<file path="src/rtl/vend_pkg.sv">
// Shared types and money constants for the vending controller.
// All money values are in nickels (1 = $0.05).
package vend_pkg;

    // Coin/bill codes from the acceptor; codes 6 and 7 are invalid.
    typedef enum logic [2:0] {
        COIN_NICKEL  = 3'd0,
        COIN_DIME    = 3'd1,
        COIN_QUARTER = 3'd2,
        COIN_FIFTY   = 3'd3,
        COIN_DOLLAR  = 3'd4,
        COIN_FIVE    = 3'd5
    } coinCodeT;

    localparam int unsigned VAL_NICKEL  = 1;
    localparam int unsigned VAL_DIME    = 2;
    localparam int unsigned VAL_QUARTER = 5;
    localparam int unsigned VAL_FIFTY   = 10;
    localparam int unsigned VAL_DOLLAR  = 20;
    localparam int unsigned VAL_FIVE    = 100;

    // Coins the change dispenser can pay out.
    typedef enum logic [1:0] {
        CHG_NICKEL  = 2'd0,
        CHG_DIME    = 2'd1,
        CHG_QUARTER = 2'd2,
        CHG_DOLLAR  = 2'd3
    } changeCoinT;

    localparam int unsigned CHG_VAL_NICKEL  = 1;
    localparam int unsigned CHG_VAL_DIME    = 2;
    localparam int unsigned CHG_VAL_QUARTER = 5;
    localparam int unsigned CHG_VAL_DOLLAR  = 20;

    typedef enum logic [1:0] {
        ST_IDLE   = 2'd0,
        ST_VEND   = 2'd1,
        ST_CHANGE = 2'd2
    } vendStateT;

    function automatic logic coinIsValid(input logic [2:0] code);
        return code <= 3'd5;
    endfunction

    // Value of an inserted coin; invalid codes map to 0.
    function automatic logic [6:0] coinValue(input logic [2:0] code);
        case (code)
            COIN_NICKEL:  return 7'(VAL_NICKEL);
            COIN_DIME:    return 7'(VAL_DIME);
            COIN_QUARTER: return 7'(VAL_QUARTER);
            COIN_FIFTY:   return 7'(VAL_FIFTY);
            COIN_DOLLAR:  return 7'(VAL_DOLLAR);
            COIN_FIVE:    return 7'(VAL_FIVE);
            default:      return 7'd0;
        endcase
    endfunction

endpackage

</file>
<file path="src/rtl/vend_controller_if.sv">
// Change-coin valid/ready channel between the controller and the dispenser driver.
interface vend_controller_if;
    logic       changeValid;
    logic [1:0] changeCoin;
    logic       changeReady;

    modport master (output changeValid, output changeCoin, input changeReady);
    modport slave  (input changeValid, input changeCoin, output changeReady);
endinterface

</file>
<file path="src/rtl/change_dispenser.sv">
// Holds the amount still owed and pays it out greedily, one coin per handshake.
module change_dispenser
    import vend_pkg::*;
#(
    parameter int MONEY_W = 8
) (
    input  logic               clk,
    input  logic               rst_n,
    input  logic               load,       // capture loadValue as the amount owed
    input  logic [MONEY_W-1:0] loadValue,
    input  logic               start,      // begin offering coins
    output logic [MONEY_W-1:0] remaining,
    output logic               done,       // last coin handed over this cycle
    vend_controller_if.master  chg
);

    localparam logic [MONEY_W-1:0] V_NICKEL  = MONEY_W'(CHG_VAL_NICKEL);
    localparam logic [MONEY_W-1:0] V_DIME    = MONEY_W'(CHG_VAL_DIME);
    localparam logic [MONEY_W-1:0] V_QUARTER = MONEY_W'(CHG_VAL_QUARTER);
    localparam logic [MONEY_W-1:0] V_DOLLAR  = MONEY_W'(CHG_VAL_DOLLAR);

    logic               active;
    changeCoinT         coin;
    logic [MONEY_W-1:0] coinVal;
    logic               fire;

    // Largest coin not exceeding the amount owed; stable while remaining holds.
    always_comb begin
        coin    = CHG_NICKEL;
        coinVal = V_NICKEL;
        if (remaining >= V_DOLLAR) begin
            coin    = CHG_DOLLAR;
            coinVal = V_DOLLAR;
        end else if (remaining >= V_QUARTER) begin
            coin    = CHG_QUARTER;
            coinVal = V_QUARTER;
        end else if (remaining >= V_DIME) begin
            coin    = CHG_DIME;
            coinVal = V_DIME;
        end
    end

    assign fire            = active && chg.changeReady;
    assign done            = fire && (remaining == coinVal);
    assign chg.changeValid = active;
    assign chg.changeCoin  = coin;

    // Amount owed and the offer flag; reset aborts any payout in progress.
    always_ff @(posedge clk) begin
        if (!rst_n) begin
            remaining <= '0;
            active    <= 1'b0;
        end else begin
            if (load)
                remaining <= loadValue;
            else if (fire)
                remaining <= remaining - coinVal;

            if (start)
                active <= 1'b1;
            else if (done)
                active <= 1'b0;
        end
    end

endmodule

</file>
<file path="src/rtl/vend_controller.sv">
// Vending controller: credit accumulation, price/stock tables, vend and change FSM.
module vend_controller
    import vend_pkg::*;
#(
    parameter int NUM_SLOTS  = 9,
    parameter int MONEY_W    = 8,
    parameter int MAX_CREDIT = 100,
    parameter int STOCK_W    = 4,
    parameter int IDX_W      = $clog2(NUM_SLOTS)
) (
    input  logic                 clk,
    input  logic                 rst_n,
    input  logic                 coinValid,
    input  logic [2:0]           coinCode,
    input  logic                 selValid,
    input  logic [IDX_W-1:0]     selIdx,
    input  logic                 cancel,
    input  logic                 cfgWe,
    input  logic [IDX_W-1:0]     cfgIdx,
    input  logic [MONEY_W-1:0]   cfgPrice,
    input  logic [STOCK_W-1:0]   cfgStock,
    output logic [MONEY_W-1:0]   credit,
    output logic [MONEY_W-1:0]   dispValue,
    output logic                 dispIsPrice,
    output logic [NUM_SLOTS-1:0] canAfford,
    output logic [NUM_SLOTS-1:0] soldOut,
    output logic                 coinReject,
    output logic                 vendValid,
    output logic [IDX_W-1:0]     vendIdx,
    output logic                 busy,
    vend_controller_if.master    chg
);

    localparam logic [IDX_W:0]   SLOTS   = (IDX_W+1)'(NUM_SLOTS);
    localparam logic [MONEY_W:0] CEILING = (MONEY_W+1)'(MAX_CREDIT);

    vendStateT                              state;
    logic [NUM_SLOTS-1:0][MONEY_W-1:0]      price;
    logic [NUM_SLOTS-1:0][STOCK_W-1:0]      stock;
    logic                                   showPrice;
    logic [MONEY_W-1:0]                     shownPrice;

    logic               isIdle, selOk, cfgOk;
    logic               refundGo, vendGo, showGo, coinAccept, cfgAccept;
    logic [MONEY_W:0]   coinSum;
    logic               chgLoad, chgStart, chgDone;
    logic [MONEY_W-1:0] chgValue, remaining;

    // Per-slot LEDs straight from the tables and current credit.
    for (genvar i = 0; i < NUM_SLOTS; i++) begin : g_slot
        assign soldOut[i]   = (price[i] == '0) || (stock[i] == '0);
        assign canAfford[i] = !soldOut[i] && (credit >= price[i]);
    end

    // Event arbitration: cancel beats selection beats coin beats config.
    always_comb begin
        isIdle     = (state == ST_IDLE);
        selOk      = {1'b0, selIdx} < SLOTS;
        cfgOk      = {1'b0, cfgIdx} < SLOTS;
        coinSum    = {1'b0, credit} + (MONEY_W+1)'(coinValue(coinCode));
        refundGo   = isIdle && cancel && (credit != '0);
        vendGo     = isIdle && !cancel && selValid && selOk && !soldOut[selIdx]
                     && (credit >= price[selIdx]);
        showGo     = isIdle && !cancel && selValid && selOk && !soldOut[selIdx]
                     && (credit < price[selIdx]);
        coinAccept = isIdle && !cancel && !selValid && coinValid
                     && coinIsValid(coinCode) && (coinSum <= CEILING);
        cfgAccept  = isIdle && !cancel && !selValid && !coinValid && cfgWe
                     && cfgOk && (credit == '0);
        chgLoad    = refundGo || vendGo;
        chgValue   = refundGo ? credit : credit - price[selIdx];
        chgStart   = refundGo || ((state == ST_VEND) && (remaining != '0));
    end

    change_dispenser #(.MONEY_W(MONEY_W)) u_change (
        .clk       (clk),
        .rst_n     (rst_n),
        .load      (chgLoad),
        .loadValue (chgValue),
        .start     (chgStart),
        .remaining (remaining),
        .done      (chgDone),
        .chg       (chg)
    );

    // During a vend or payout the display tracks what is still owed.
    assign dispValue   = !isIdle ? remaining : (showPrice ? shownPrice : credit);
    assign dispIsPrice = showPrice;

    // Main FSM plus the credit, tables and registered strobes it owns.
    always_ff @(posedge clk) begin
        if (!rst_n) begin
            state      <= ST_IDLE;
            credit     <= '0;
            price      <= '0;
            stock      <= '0;
            showPrice  <= 1'b0;
            shownPrice <= '0;
            coinReject <= 1'b0;
            vendValid  <= 1'b0;
            vendIdx    <= '0;
            busy       <= 1'b0;
        end else begin
            coinReject <= coinValid && !coinAccept;
            vendValid  <= vendGo;

            if (vendGo) begin
                vendIdx       <= selIdx;
                stock[selIdx] <= stock[selIdx] - STOCK_W'(1);
            end
            if (cfgAccept) begin
                price[cfgIdx] <= cfgPrice;
                stock[cfgIdx] <= cfgStock;
            end

            if (chgLoad)
                credit <= '0;
            else if (coinAccept)
                credit <= coinSum[MONEY_W-1:0];

            // A shown price persists until an accepted coin, cancel or vend.
            if ((isIdle && cancel) || vendGo || coinAccept) begin
                showPrice <= 1'b0;
            end else if (showGo) begin
                showPrice  <= 1'b1;
                shownPrice <= price[selIdx];
            end

            case (state)
                ST_IDLE: begin
                    if (refundGo) begin
                        state <= ST_CHANGE;
                        busy  <= 1'b1;
                    end else if (vendGo) begin
                        state <= ST_VEND;
                        busy  <= 1'b1;
                    end
                end
                ST_VEND: begin
                    if (remaining != '0) begin
                        state <= ST_CHANGE;
                    end else begin
                        state <= ST_IDLE;
                        busy  <= 1'b0;
                    end
                end
                ST_CHANGE: begin
                    if (chgDone) begin
                        state <= ST_IDLE;
                        busy  <= 1'b0;
                    end
                end
                default: begin
                    state <= ST_IDLE;
                    busy  <= 1'b0;
                end
            endcase
        end
    end

endmodule

</file>
<file path="src/flat_wrapper.sv">
// flat-port wrapper written by rule: the top's interface ports become plain ports
module vend_controller_flat import vend_pkg::*;
#(
    parameter int NUM_SLOTS  = 9,
    parameter int MONEY_W    = 8,
    parameter int MAX_CREDIT = 100,
    parameter int STOCK_W    = 4,
    parameter int IDX_W      = $clog2(NUM_SLOTS)
)
  (clk, rst_n, coinValid, coinCode, selValid, selIdx, cancel, cfgWe, cfgIdx, cfgPrice, cfgStock, credit, dispValue, dispIsPrice, canAfford, soldOut, coinReject, vendValid, vendIdx, busy, chg_changeValid, chg_changeCoin, chg_changeReady);
  vend_controller_if chg_i ();
  input  logic clk;
  input  logic rst_n;
  input  logic coinValid;
  input  logic [2:0] coinCode;
  input  logic selValid;
  input  logic [IDX_W-1:0] selIdx;
  input  logic cancel;
  input  logic cfgWe;
  input  logic [IDX_W-1:0] cfgIdx;
  input  logic [MONEY_W-1:0] cfgPrice;
  input  logic [STOCK_W-1:0] cfgStock;
  output logic [MONEY_W-1:0] credit;
  output logic [MONEY_W-1:0] dispValue;
  output logic dispIsPrice;
  output logic [NUM_SLOTS-1:0] canAfford;
  output logic [NUM_SLOTS-1:0] soldOut;
  output logic coinReject;
  output logic vendValid;
  output logic [IDX_W-1:0] vendIdx;
  output logic busy;
  output wire logic [$bits(chg_i.changeValid)-1:0] chg_changeValid;
  output wire logic [$bits(chg_i.changeCoin)-1:0] chg_changeCoin;
  input wire logic [$bits(chg_i.changeReady)-1:0] chg_changeReady;
  assign chg_changeValid = chg_i.changeValid;
  assign chg_changeCoin = chg_i.changeCoin;
  assign chg_i.changeReady = chg_changeReady;
  vend_controller #(.NUM_SLOTS(NUM_SLOTS), .MONEY_W(MONEY_W), .MAX_CREDIT(MAX_CREDIT), .STOCK_W(STOCK_W), .IDX_W(IDX_W)) u_core (.clk(clk), .rst_n(rst_n), .coinValid(coinValid), .coinCode(coinCode), .selValid(selValid), .selIdx(selIdx), .cancel(cancel), .cfgWe(cfgWe), .cfgIdx(cfgIdx), .cfgPrice(cfgPrice), .cfgStock(cfgStock), .credit(credit), .dispValue(dispValue), .dispIsPrice(dispIsPrice), .canAfford(canAfford), .soldOut(soldOut), .coinReject(coinReject), .vendValid(vendValid), .vendIdx(vendIdx), .busy(busy), .chg(chg_i));
endmodule
</file>
<file path="config.mk">
export PLATFORM = sky130hd
export DESIGN_NAME = vend_controller_flat
export DESIGN_NICKNAME = d
export VERILOG_FILES = /design/src/rtl/vend_pkg.sv /design/src/rtl/vend_controller_if.sv /design/src/rtl/change_dispenser.sv /design/src/rtl/vend_controller.sv /design/src/flat_wrapper.sv
export SDC_FILE = /design/constraint.sdc
export NUM_CORES = 1
export LEC_CHECK = 0
export CAP_MARGIN = 10
export CORE_AREA = 2 2 134 136
export CTS_CLUSTER_SIZE = 10
export DETAILED_ROUTE_END_ITERATION = 8
export DIE_AREA = 0 0 136 138
export PLACE_DENSITY = 0.83
export REMOVE_ABC_BUFFERS = 1
export SLEW_MARGIN = 20
export SYNTH_ARGS = -nofsm -noshare
export SYNTH_HDL_FRONTEND = slang
export SYNTH_HIERARCHICAL = 1
export SYNTH_SLANG_ARGS = --single-unit
</file>
<file path="constraint.sdc">
create_clock -name clk -period 6.3 [get_ports clk]
set_input_delay 1.26 -clock clk [delete_from_list [all_inputs] [get_ports clk]]
set_output_delay 1.26 -clock clk [all_outputs]
set_load 0.01 [all_outputs]
</file>
==> results of run 1 <==
-- kinds of logic after synthesis --
| kind of cell | Yosys count | share of synthesized area (%) |
|---|---|---|
| buffers and inverters | 177 | 7.71 |
| adders and majority gates | 95 | 11.9 |
| muxes | 78 | 10.7 |
| DFF | 143 | 28.1 |
| and+or+nand+nor | 463 | 22.2 |
| AOI/OAI and AO/OA | 307 | 18.4 |
| xor gates and xnor gates | 12 | 1.10 |
-- sequential cells by signal (all words and copies together) (netlist names) --
name and count:
u_core/dispIsPrice 1, u_core/u_change/chg.changeValid 1, u_core/u_change/remaining 8, u_core/busy 1
u_core/vendIdx 4, u_core/vendValid 1, u_core/shownPrice 8, u_core/price 72
u_core/credit 8, u_core/stock 36, u_core/coinReject 1, u_core/state 2
-- layout make-up --
class                   count  area, um^2
clock buffers              18         439
repair buffers             96         901
flip-flops and latches    143        2860
clock inverters            14         205
multi-input cells         955        6570
well taps                 229         287
inverters                 105         395
fillers                  1455        5880
-- how the worst max path moves through the flow --
stage               from                      endpoint  slack (ps)
2_1_floorplan  selIdx[1]  u_core/u_change/remaining[3]        1480
3_3_place_gp   selIdx[1]  u_core/u_change/remaining[3]         710
3_5_place_dp   selIdx[1]  u_core/u_change/remaining[3]         640
4_1_cts        selIdx[1]  u_core/u_change/remaining[3]        1090
5_1_grt        selIdx[1]               u_core/stock[8]         810
6_report       selIdx[1]              u_core/stock[29]         970
-- Yosys cell counts, drive strengths merged (8+ instances only) --
cell type  number
clkbuf         53
and3            9
nand4           8
dfxtp         143
a31oi           8
nor3b          10
inv           105
o21ai          54
and2           12
nand2b         20
nor4           37
a21o           26
ha             92
a211oi         18
mux4           24
nor2b          20
nor3           10
o22ai          11
a22oi           8
a21oi         150
nand3          24
mux2i          48
buf            19
nor2           91
nand2         198
-- metal layers --
| metal | share of wire [%] | wire [um] |
|---|---|---|
| met1 | 39 | 12200 |
| met2 | 47 | 14600 |
| met3 | 8.4 | 2610 |
| met4 | 5.0 | 1550 |
| met5 | 0 | 0 |
-- power by group through the flow --
stage	registers, uW	clock network (uW)	logic [uW]
after floorplan	951	0	207
after global placement	956	0	341
after detailed placement	957	0	349
after CTS	936	1110	351
after global routing	939	1150	386
final	937	1110	356
-- through the flow --
| stage | util [%] | power [uW] | hold WS, ps |
|---|---|---|---|
| finish | 66.5 | 2400 | 479 |
| global route | 66.5 | 2480 | 503 |
| CTS | 66.5 | 2400 | 481 |
| detailed placement | 62.8 | 1310 | 469 |
| global placement | 62.8 | 1300 | 459 |
| floorplan | - | 1160 | 454 |
-- worst max-delay path, cell delays in order --
cell and delay, ps:
clkdlybuf4s50_1 930, buf_4 250, mux4_2 490, mux2i_1 190, nor2_1 60, a31oi_1 280, ha_1 260, a21oi_1 80
o21ai_0 320, nand2_1 360, a21oi_2 540, nand2_1 170, mux2i_1 150, a211oi_1 310
==> flow_summary.toml, run 1 <==
[setup_path]
endpoint_kind = "register"
reg2reg_from = "u_core/credit[1]"
ff2ff_setup_slack_ps = 2530
cp_data_required_time_ps = 6630
crit_fanout = 11
arrival_ps = 5660
reg2reg_to = "u_core/credit[4]"
r2r_cells = 9
path_class = "input port to register"
setup.worst_path.start_class = "input port"

[floorplan]
die-area_um2 = 18800
std_cell_rows = 49
die_h_um = 138
die_w_um = 136
core-area_um2 = 17500
pin_count = 75
start_util_pct = 58.2

[cts]
cts_root_buf = "clkbuf_16"
clk_latency_ps = 430
cts_sinks = 143
ctsResizeCount = 0
clock_path_buffers = 2
cts.clk_slew.worst_paths_ps = 70
htree_levels = 4
postCtsSetupBuffers = 0
cts_hold_buf = 0
cts_tree = "yes"
numCtsBuffers = 17

[outcome]
status = "finished clean"

[finish]
final_common_cell = "nand2_1"
finalInstanceArea_um2 = 11700
nets = 1443
area_growth_pct = 14.2
layout_common_cells = "197 x nand2_1, 148 x a21oi_1, 143 x dfxtp_1"
drive_gt1_share_pct = 8.87
diodes = 0
stdcell_count = 1560

[sta]
setup_viol_count_final = 0
finClkSkew_ps = 8.98
tns_ps = 0
layout_setup_ws_ps = 972
clock.fmax_mhz = 188
maxSlewHeadroom_pct = 30.8
maxSlewViolCount = 0
fin_crit_ps = 5330
hold_violations = 0
period_share_pct = 84.6
rsz0062_at_grt = "false"
worst_pin_slew_ps = 1040

[global_route]
grt_max_degree = 63
met3_usage_pct = 6.16
overflow = 0
grt_pass1_vias = 9563
antenna_found_initial = 0
grt_use_met1_pct = 42.0
grt.total_usage_pct = 33.4
use_met2_pct = 54.7
grt_pass1_wl_um = 49500
grt-busiest-layer = "met2"

[synthesis]
synth_ff_type = "dfxtp_1"
netlist.area_leader.share_pct = 28.1
synth_cell_types = 78
synth_edf_count = 0
synthTopCellsByArea = "dfxtp_1 28%, ha_1 11%, a21oi_1 7.3%"
ys_seq_area_share_pct = 28.1
syn_avg_cell_area_um2 = 8.00
yosysWarnings = 6
ys_ff_latch = 143
synth_top_area_cell = "dfxtp_1"
postSynthCellCount = 1275
netlist_area_um2 = 10200
async_flop_share_pct = 0

[power]
total_leakage_power_uw = 0.00434
switching_share_pct = 27.1
p_int_uw = 1750
seq_power_share_pct = 39.0
p_comb_share_pct = 14.8
vdd_drop_max_mv = 0.195
pwr-share-clk_pct = 46.2
powerDensity_nw_per_um2 = 206
power_switching_uw = 652

[route]
drt_iter0_drc = 1213
avgViaCountPerCell = 6.33
dr.pass1.iters = 8
wl_um = 31000
postRouteAntennaNets = 0
route.detailed.drc = 0
wl_per_cell_um = 19.9
vias = 9875

[worst_hold_path]
hold_end = "u_core/busy"
whs_path_depth = 2
hp-start = "u_core/busy"
hp-class = "register to register"

[placement]
gp_congestion = 0.955
dp_slack_ps = 637
place_inst = 1528
io_buffers = 74
dpl_cell_area_um2 = 11000
dpl.hpwl_um = 22400

[run]
maxCapViolations = 0
Power figures use the tool's default switching activity.
==> run 2, diff against run 1 <==
--- a/config.mk
+++ b/config.mk
@@ -6,11 +6,11 @@
 export NUM_CORES = 1
 export LEC_CHECK = 0
 export CAP_MARGIN = 10
-export CORE_AREA = 2 2 134 136
+export CORE_AREA = 2 2 141 143
 export CTS_CLUSTER_SIZE = 10
 export DETAILED_ROUTE_END_ITERATION = 8
-export DIE_AREA = 0 0 136 138
-export PLACE_DENSITY = 0.83
+export DIE_AREA = 0 0 143 145
+export PLACE_DENSITY = 0.79
 export REMOVE_ABC_BUFFERS = 1
 export SLEW_MARGIN = 20
 export SYNTH_ARGS = -nofsm -noshare
==> constraint.sdc (replaced) <==
create_clock -name clk -period 4.7 [get_ports clk]
set_input_delay 0.94 -clock clk [delete_from_list [all_inputs] [get_ports clk]]
set_output_delay 0.94 -clock clk [all_outputs]
set_load 0.01 [all_outputs]
==> flow_summary.toml, run 2 (same netlist as run 1, synthesis figures left out) <==
[cts]
cts_tree = "yes"
cts_root_buf = "clkbuf_16"
htree_levels = 4
postCtsSetupBuffers = 0
cts_hold_buf = 0
cts_sinks = 143
ctsResizeCount = 0
numCtsBuffers = 17
clock_path_buffers = 2
cts.clk_slew.worst_paths_ps = 60
clk_latency_ps = 430

[sta]
period_share_pct = 95.6
layout_setup_ws_ps = 207
finClkSkew_ps = 7.77
maxSlewHeadroom_pct = 35.3
hold_slack_ps = 474
hold_violations = 0
worst_pin_slew_ps = 970
clock.fmax_mhz = 223
fin_crit_ps = 4490
setup_viol_count_final = 0
maxSlewViolCount = 0
rsz0062_at_grt = "false"

[route]
avgViaCountPerCell = 6.06
route.detailed.drc = 0
postRouteAntennaNets = 0
dr.pass1.iters = 8
wl_per_cell_um = 19.0
vias = 9933
wl_um = 31200
drt_iter0_drc = 866

[power]
vdd_drop_max_mv = 0.261
power_switching_uw = 858
seq_power_share_pct = 39.2
total_leakage_power_uw = 0.00453
p_comb_share_pct = 15.5
powerDensity_nw_per_um2 = 267
switching_share_pct = 26.8
pwr-share-clk_pct = 45.3
p_int_uw = 2340

[setup_path]
r2r_cells = 16
arrival_ps = 4800
reg2reg_from = "u_core/price[24]"
path_class = "input port to register"
setup.worst_path.start_class = "input port"
crit_fanout = 6
ff2ff_setup_slack_ps = 1020
cp_data_required_time_ps = 5010
endpoint_kind = "register"
reg2reg_to = "u_core/u_change/remaining[3]"

[worst_hold_path]
hp-class = "register to register"
whs_path_depth = 2
hold_end = "u_core/vendIdx[2]"
hp-start = "u_core/vendIdx[2]"

[placement]
dp_slack_ps = -194
place_inst = 1606
dpl.hpwl_um = 22900
gp_congestion = 0.967
io_buffers = 74
dpl_cell_area_um2 = 11400

[floorplan]
pin_count = 75
die_w_um = 143
die-area_um2 = 20700
std_cell_rows = 51
die_h_um = 145
core-area_um2 = 19200
start_util_pct = 53.1

[finish]
regMostFlops = "u_core/price"
nets = 1485
fill_cells = 1630
final_common_cell = "nand2_1"
reg_top3 = "u_core/price: 72 flops, u_core/stock: 36 flops"
area_growth_pct = 17.7
diodes = 0
layout_common_cells = "197 x nand2_1, 148 x a21oi_1, 143 x dfxtp_1"
largest_reg_flops = 72
stdcell_count = 1638
finalInstanceArea_um2 = 12000
drive_gt1_share_pct = 11.3

[outcome]
status = "finished clean"

[run]
maxCapViolations = 0

[global_route]
grt_pass1_vias = 9729
grt_pass1_wl_um = 50000
use_met2_pct = 50.2
antenna_found_initial = 0
met3_usage_pct = 4.72
overflow = 0
grt_use_met1_pct = 38.4
grt.total_usage_pct = 30.5
grt-busiest-layer = "met2"
grt_max_degree = 45
run 2: changes by cell type in the layout (fill, tap and decap cells not counted):
| cell | delta |
|---|---|
| clkinvlp_4 | +1 |
| inv_8 | -1 |
| nor3_1 | +1 |
| buf_12 | +2 |
| nor3_2 | -1 |
| nor2_2 | -1 |
| clkbuf_1 | +3 |
| buf_4 | +40 |
| nor2_1 | +1 |
| clkbuf_8 | -1 |
| inv_6 | -2 |
run 2: power groups by stage:
| stage | sequential, uW | clock (uW) | combinational (uW) |
|---|---|---|---|
| after global placement | 1280 | 0 | 478 |
| after detailed placement | 1280 | 0 | 486 |
| after floorplan | 1270 | 0 | 278 |
| after global routing | 1260 | 1510 | 540 |
| after CTS | 1260 | 1450 | 489 |
| final | 1260 | 1450 | 496 |
run 2: worst max-delay path by stage:
stage	cells after the start	from	slack, ps	to
2_1_floorplan	16	selIdx[1]	200	u_core/u_change/remaining[3]
3_3_place_gp	18	selIdx[1]	-100	u_core/u_change/remaining[3]
3_5_place_dp	18	selIdx[1]	-190	u_core/u_change/remaining[3]
4_1_cts	18	selIdx[1]	240	u_core/u_change/remaining[3]
5_1_grt	18	selIdx[1]	20	u_core/u_change/remaining[3]
6_report	18	selIdx[1]	210	u_core/u_change/remaining[3]
run 2: final cells by class:
cell class	instances	area [um^2]	share of cell area [%]
Sequential cell	143	2860	23.8
Multi-Input combinational cell	955	6560	54.6
Timing Repair Buffer	138	1240	10.3
Clock inverter	12	184	1.53
Inverter	105	395	3.29
Tap cell	265	332	2.76
Clock buffer	20	437	3.64
run 2: metal layers:
| layer | part of all wire [%] | wire length [um] | vias up |
|---|---|---|---|
| met5 | 0 | 0 | - |
| met4 | 4.6 | 1430 | 0 |
| met3 | 7.9 | 2470 | 101 |
| met2 | 47 | 14800 | 514 |
| met1 | 40 | 12500 | 4659 |
| li1 | - | - | 4659 |
run 2: stage by stage:
step / util, % / power, uW / setup TNS [ps]
after global routing: 62.5 / 3310 / 0
final: 62.5 / 3200 / 0
after CTS: 62.5 / 3200 / 0
after global placement: 59.3 / 1760 / -136
after detailed placement: 59.3 / 1770 / -1100
after floorplan: - / 1550 / 0
run 2: critical path: stages:
cell and delay (ps):
clkdlybuf4s50_1 500, buf_12 140, mux4_2 500, mux2i_1 170, o21ai_0 150, ha_1 250
fa_1 390, nand2b_1 160, a21oi_1 210, o21a_1 170, or2_2 110, and3_1 170
nor2_1 60, inv_1 190, inv_1 80, nand3_1 80, a21oi_1 50, or3b_2 460
